### src/rtl/sensor_debounce.sv
// Two-channel sensor conditioner: 2-FF synchroniser, then a debounce FSM per channel.
// Channel 0 is sensor a and channel 1 is sensor b. Each channel drives a clean level
// and 1-cycle rise/fall ticks, all registered.
module sensor_debounce #(
    parameter int unsigned N = 20
) (
    input  logic clk,
    input  logic reset,
    input  logic a,
    input  logic b,
    output logic a_db,
    output logic b_db,
    output logic a_rise,
    output logic a_fall,
    output logic b_rise,
    output logic b_fall
);

    typedef enum logic [1:0] {StZero, StWait1, StOne, StWait0} state_e;

    localparam logic [N-1:0] CntMax = '1;
    localparam logic [N-1:0] CntOne = N'(1);

    logic [1:0] raw;
    logic [1:0] db;
    logic [1:0] rise;
    logic [1:0] fall;

    assign raw = {b, a};

    for (genvar ch = 0; ch < 2; ch++) begin : g_ch
        logic         s1_q, s2_q;
        state_e       state_q, state_d;
        logic [N-1:0] cnt_q, cnt_d;
        logic         db_q, db_d;
        logic         rise_q, rise_d;
        logic         fall_q, fall_d;

        // Two-stage synchroniser; the FSM only ever looks at s2_q.
        always_ff @(posedge clk or posedge reset) begin
            if (reset) begin
                s1_q <= 1'b0;
                s2_q <= 1'b0;
            end else begin
                s1_q <= raw[ch];
                s2_q <= s1_q;
            end
        end

        // State, counter and registered outputs.
        always_ff @(posedge clk or posedge reset) begin
            if (reset) begin
                state_q <= StZero;
                cnt_q   <= '0;
                db_q    <= 1'b0;
                rise_q  <= 1'b0;
                fall_q  <= 1'b0;
            end else begin
                state_q <= state_d;
                cnt_q   <= cnt_d;
                db_q    <= db_d;
                rise_q  <= rise_d;
                fall_q  <= fall_d;
            end
        end

        // Next state: a new level must persist through a full countdown before it commits.
        always_comb begin
            state_d = state_q;
            cnt_d   = cnt_q;
            db_d    = db_q;
            rise_d  = 1'b0;
            fall_d  = 1'b0;
            unique case (state_q)
                StZero: begin
                    if (s2_q) begin
                        state_d = StWait1;
                        cnt_d   = CntMax;
                    end
                end
                StWait1: begin
                    if (!s2_q) begin
                        state_d = StZero;
                    end else if (cnt_q != '0) begin
                        cnt_d = cnt_q - CntOne;
                    end else begin
                        state_d = StOne;
                        db_d    = 1'b1;
                        rise_d  = 1'b1;
                    end
                end
                StOne: begin
                    if (!s2_q) begin
                        state_d = StWait0;
                        cnt_d   = CntMax;
                    end
                end
                StWait0: begin
                    if (s2_q) begin
                        state_d = StOne;
                    end else if (cnt_q != '0) begin
                        cnt_d = cnt_q - CntOne;
                    end else begin
                        state_d = StZero;
                        db_d    = 1'b0;
                        fall_d  = 1'b1;
                    end
                end
                default: begin
                    state_d = StZero;
                end
            endcase
        end

        assign db[ch]   = db_q;
        assign rise[ch] = rise_q;
        assign fall[ch] = fall_q;
    end

    assign a_db   = db[0];
    assign b_db   = db[1];
    assign a_rise = rise[0];
    assign a_fall = fall[0];
    assign b_rise = rise[1];
    assign b_fall = fall[1];

endmodule

### config.mk
export PLATFORM = sky130hd
export DESIGN_NAME = sensor_debounce
export DESIGN_NICKNAME = d
export VERILOG_FILES = /design/src/rtl/sensor_debounce.sv
export SDC_FILE = /design/constraint.sdc
export NUM_CORES = 1
export LEC_CHECK = 0
export ABC_AREA = 1
export CORE_ASPECT_RATIO = 1.25
export CORE_UTILIZATION = 48
export CTS_BUF_LIST = sky130_fd_sc_hd__clkbuf_16
export DETAILED_ROUTE_END_ITERATION = 8
export PLACE_DENSITY_LB_ADDON = 0.15
export SLEW_MARGIN = 20
export SYNTH_ARGS = -nofsm -noshare
export SYNTH_HDL_FRONTEND = slang
export SYNTH_SLANG_ARGS = --single-unit
### constraint.sdc
create_clock -name clk -period 2 [get_ports clk]
set_input_delay 0.4 -clock clk [delete_from_list [all_inputs] [get_ports clk]]
set_output_delay 0.4 -clock clk [all_outputs]
set_load 0.02 [all_outputs]
Word level (Yosys, flattened, before mapping) --
Index checks and enable logic that the tools add are counted.
Word-level totals: register bits after elaboration 54, input port bits 4, output and inout port bits 6, logic and storage cells 96
Cells by class: add/sub/neg operators 2, eq/ne operators 22, mux-type cells 46, reductions and logical operators 12
Operators with widths (count):
- $mux 20 | 10
- $pmux 20 s4 | 2
- $reduce_bool 20->1 | 2
- $sub 20x1->20 const B | 2
- $mux 2 | 12
- $ne 2x2->1 const B | 12
- $mux 1 | 18
- $pmux 2 s4 | 2
- $reduce_and 4->1 | 4
- $ne 3x3->1 const B | 4
- $reduce_and 5->1 | 2
- $eq 2x2->1 const B | 4
- $eq 2x1->1 const B | 2
- $logic_not 2->1 | 2
- $pmux 1 s2 | 2
- $reduce_bool 2->1 | 2

Longest topological paths before layout --
depth after elaboration 4, gate-level depth with buffers 10

Worst setup path after synthesis --
Ideal clock, no wire load.
kind register to register, from register g_ch[1].cnt_q[0], to register g_ch[1].cnt_q[7], arrival 1496 ps, data required time 1871 ps, setup slack 375 ps, stages on the path, launching flop included 11, buffers on the path 1, period minus slack after synthesis 1625 ps, cells stage by stage dfrtp_1 > inv_1 > ha_1 > nand3_1 > nor2_1 > nand3_4 > nand2_4 > inv_4 > buf_6 > nand2_2 > nand3_1
On the way: word-level cells in the longest chain between the ends 4, elaborated cells on any way between the ends 6, classes of those cells add/sub: 1; mux: 4; reduce/logical: 1
RTL lines:
- start: declaration | line 34 | logic [N-1:0] cnt_q, cnt_d;
- start signal: assignment | line 60 | cnt_q <= cnt_d;
- $sub 20x1->20 or $reduce_bool 20->1 (tied branches)
- $mux 20 (*) | line 84, 101
- $mux 20 (on tied branches) | line 99, 82
- $pmux 20 s4 (*) | line 74 | unique case (state_q)
Every way passes the cells marked *; elsewhere a longest branch is shown, timed or not. The select of a mux whose other input is x is not followed. A chain may end at the register's enable or synchronous reset.

Final worst setup path --
from register g_ch[1].cnt_q[0], to register g_ch[1].cnt_q[0]
The elaborated chain is that of the path after synthesis.

==> flow_summary.ini <==
[status]
outcome = complete, no violations

[power_and_ir_drop]
ir_drop_v = 0.000464
pwr_density_cell_nw_per_um2 = 715
power_frac_seq_pct = 48.6
leakagePower_nw = 1.76
share_comb_of_total_power_pct = 16.7
netSwitchingPower_uw = 800
clkPwrFrac_pct = 34.7
p_int_mw = 1.81
switching_share_pct = 30.6

[setup_path]
path_cells = inv_2 -> ha_1 -> nand3_1 -> nor2_1 -> nand3_4 -> nand2_4 -> inv_4 -> o21ai_0 -> o21ai_2
crit_arrival_ps = 1910
crit_required_ps = 2180
startpoint_type = flop
critPathMaxFanout = 32
cpPeakStageDelay_ps = 410
path_class = reg2reg
critPathBufInv = 2
critical_path.top_delay_family = simple AND/OR/NAND/NOR gates
cp-end-kind = flop
crit_slowest_cell = dfrtp_1

[global_routing]
antenna_found_initial = 0
grt_start_max_net_pins = 34
globalRouteOverflowTotal = 0
grt_first_pass_wirelength_um = 12300
grtUsageTotal_pct = 21.6
grt_pass1_vias = 2774

[synth]
synth_cell_types = 23
netlist.area_leader.share_pct = 41.0
syn_nets = 455
syn_area_per_cell_um2 = 7.36
synthTopCellsByArea = dfrtp_1 (41%), nand2_1 (15%), nand3_1 (8.1%)
ys_seq_area_share_pct = 41.0
synth_seq_cells = 54
synth_warnings = 0
yosysTopAreaCell = dfrtp_1
synth_area_um2 = 3290
synthCells = 447

[clocking]
h-tree-depth = 2
tritoncts = done
clk_pin_slew_worst_paths_ps = 80
cts_made_buffers = 5
clock_sinks = 54
ctsRootBufferMaster = clkbuf_16
cts_buffer_depth = 2
clk_latency_ps = 290
post_cts_buffers = 0

[place]
io_buffers = 9
gp_congestion = 0.853
hpwlAfterDp_um = 5220

[detailed_routing]
ant_nets = 0
routed_wl_um = 7020
drc = 0
vias_per_cell = 5.11
drt_iter0_drc = 132
vias = 2819
wl_per_cell_um = 12.7
firstDrtPassIters = 4

[sta]
max-slew-margin-rel_pct = 71.6
whs_ps = 352
max_clock_freq_ghz = 0.577
fin_crit_ps = 1730
finClkSkew_ps = 7.52
rsz0062_at_grt = no
hold_violations = 0
timing.setup.tns_ps = 0
tightestPinTransition_ps = 424
slew_viol_final = 0
fin_crit_sh_pct = 86.7
setup_viol = 0

[cells_and_area]
antenna_cells = 0
layout.nets = 472
nFillCells = 647
area_growth_pct = 10.9
drive_gt1_share_pct = 13.8
postLayoutCoreUtil_pct = 55.3

[floorplan]
row_count = 33
core_region_area_um2 = 6610
ioPinCount = 10
die_area_um2 = 7200
die_width_um = 76.1
initial_core_util_pct = 49.8
die_h_um = 94.6

[flow_run]
cap_violations = 0

[min_path]
hold_path.class = reg2reg
==> metrics by stage <==
stage          total power, mW  worst slack (ps)  cells  instance area (um^2)
5_1_grt                   2.77              44.9    552                  3650
6_report                  2.61               266    552                  3650
3_3_place_gp              1.71               218    544                  3500
2_1_floorplan             1.62               285    447                  3290
4_1_cts                   2.64               125    552                  3650
3_5_place_dp              1.73               147    544                  3500
==> cell usage in the layout, fill, tap and decap left out <==
cell / n
nand2_1: 131
nor2_1: 61
dfrtp_1: 54
nand3_1: 53
inv_1: 49
o21ai_2: 23
o21ai_0: 12
o21ai_1: 10
xor2_1: 9
clkdlybuf4s50_1: 9
nand4_1: 8
buf_4: 8
nor2_2: 6
clkbuf_16: 5
inv_2: 4
ha_1: 4
nand2_4: 3
nand2_2: 3
nor2_4: 2
nand3_4: 2
inv_4: 2
clkinv_4: 2
or2_1: 1
nor2_8: 1
or2_2: 1
inv_8: 1
buf_12: 1
==> cell usage after synthesis <==
| master | instances |
|---|---|
| xor2_1 | 9 |
| inv_2 | 3 |
| nand2_1 | 131 |
| o21ai_2 | 23 |
| nand2_4 | 3 |
| nand3_1 | 53 |
| or2_1 | 1 |
| nor2_2 | 6 |
| inv_4 | 1 |
| nor2_8 | 1 |
| nand3_4 | 2 |
| clkbuf_1 | 2 |
| dfrtp_1 | 54 |
| inv_1 | 51 |
| ha_1 | 4 |
| o21ai_1 | 10 |
| buf_6 | 6 |
| nand2_2 | 3 |
| nand4_1 | 8 |
| or2_2 | 1 |
| nor2_1 | 61 |
| nor2_4 | 2 |
| o21ai_0 | 12 |
==> path summary, 6_finish.rpt <==
check | cells after the start | slack, ps | start | endpoint
worst max-delay path | 9 | 270 | g_ch[1].cnt_q[0]$_DFFE_PP0P_ | g_ch[1].cnt_q[0]$_DFFE_PP0P_
worst min-delay path | 0 | 350 | g_ch[0].s1_q$_DFF_PP0_ | g_ch[0].s2_q$_DFF_PP0_
worst max register to register | 9 | 270 | g_ch[1].cnt_q[0]$_DFFE_PP0P_ | g_ch[1].cnt_q[0]$_DFFE_PP0P_
worst min register to register | 0 | 350 | g_ch[0].s1_q$_DFF_PP0_ | g_ch[0].s2_q$_DFF_PP0_
max in group asynchronous | 3 | 1070 | reset | g_ch[0].cnt_q[15]$_DFFE_PP0P_
min in group asynchronous | 2 | 380 | reset | g_ch[1].cnt_q[19]$_DFFE_PP0P_
==> registers in the layout (all words and copies together), names as in the netlist, named ones only <==
name          cells
a_db              1
g_ch.s1_q         2
g_ch.cnt_q       40
g_ch.s2_q         2
a_fall            1
g_ch.state_q      2
a_rise            1
b_fall            1
b_db              1
b_rise            1
==> cells by family after synthesis <==
group / count (synthesis) / synth area share, %
adder cells (fa/ha/maj): 4 / 1.52
AND/OR/NAND/NOR: 272 / 36.9
buffers and inverters: 63 / 8.63
XOR/XNOR: 9 / 2.39
AO/OA/AOI/OAI: 45 / 9.46
flip-flops: 54 / 41.0
==> timing repair <==
action,4_1_cts,5_1_grt
endpoints found under the setup margin,0,8
hold buffers,0,0
resized for setup,0,3
==> metal layers <==
layer | vias to the layer above | wire [um] | global-route usage (%)
met3 | 14 | 138 | 3.29
met1 | 1316 | 2930 | 24.0
met2 | 42 | 3770 | 41.4
li1 | 1447 | - | -
met5 | - | 0 | 0
met4 | 0 | 170 | 8.81
==> power by group through the flow <==
stage | clock network [mW] | logic, mW | registers, mW
floorplan | 0 | 0.351 | 1.27
global placement | 0 | 0.426 | 1.29
detailed placement | 0 | 0.437 | 1.29
CTS | 0.934 | 0.438 | 1.27
global route | 0.984 | 0.506 | 1.28
finish | 0.905 | 0.435 | 1.27
==> layout make-up <==
type | instances | area (um^2) | share of cell area (%)
Tap cell | 87 | 109 | 2.98
Inverter | 55 | 211 | 5.79
Multi-Input combinational cell | 330 | 1660 | 45.4
Sequential cell | 54 | 1350 | 37.0
Clock buffer | 5 | 125 | 3.43
Clock inverter | 3 | 28.8 | 0.788
Timing Repair Buffer | 18 | 170 | 4.66
No activity file was read; power rests on OpenSTA's default activity.
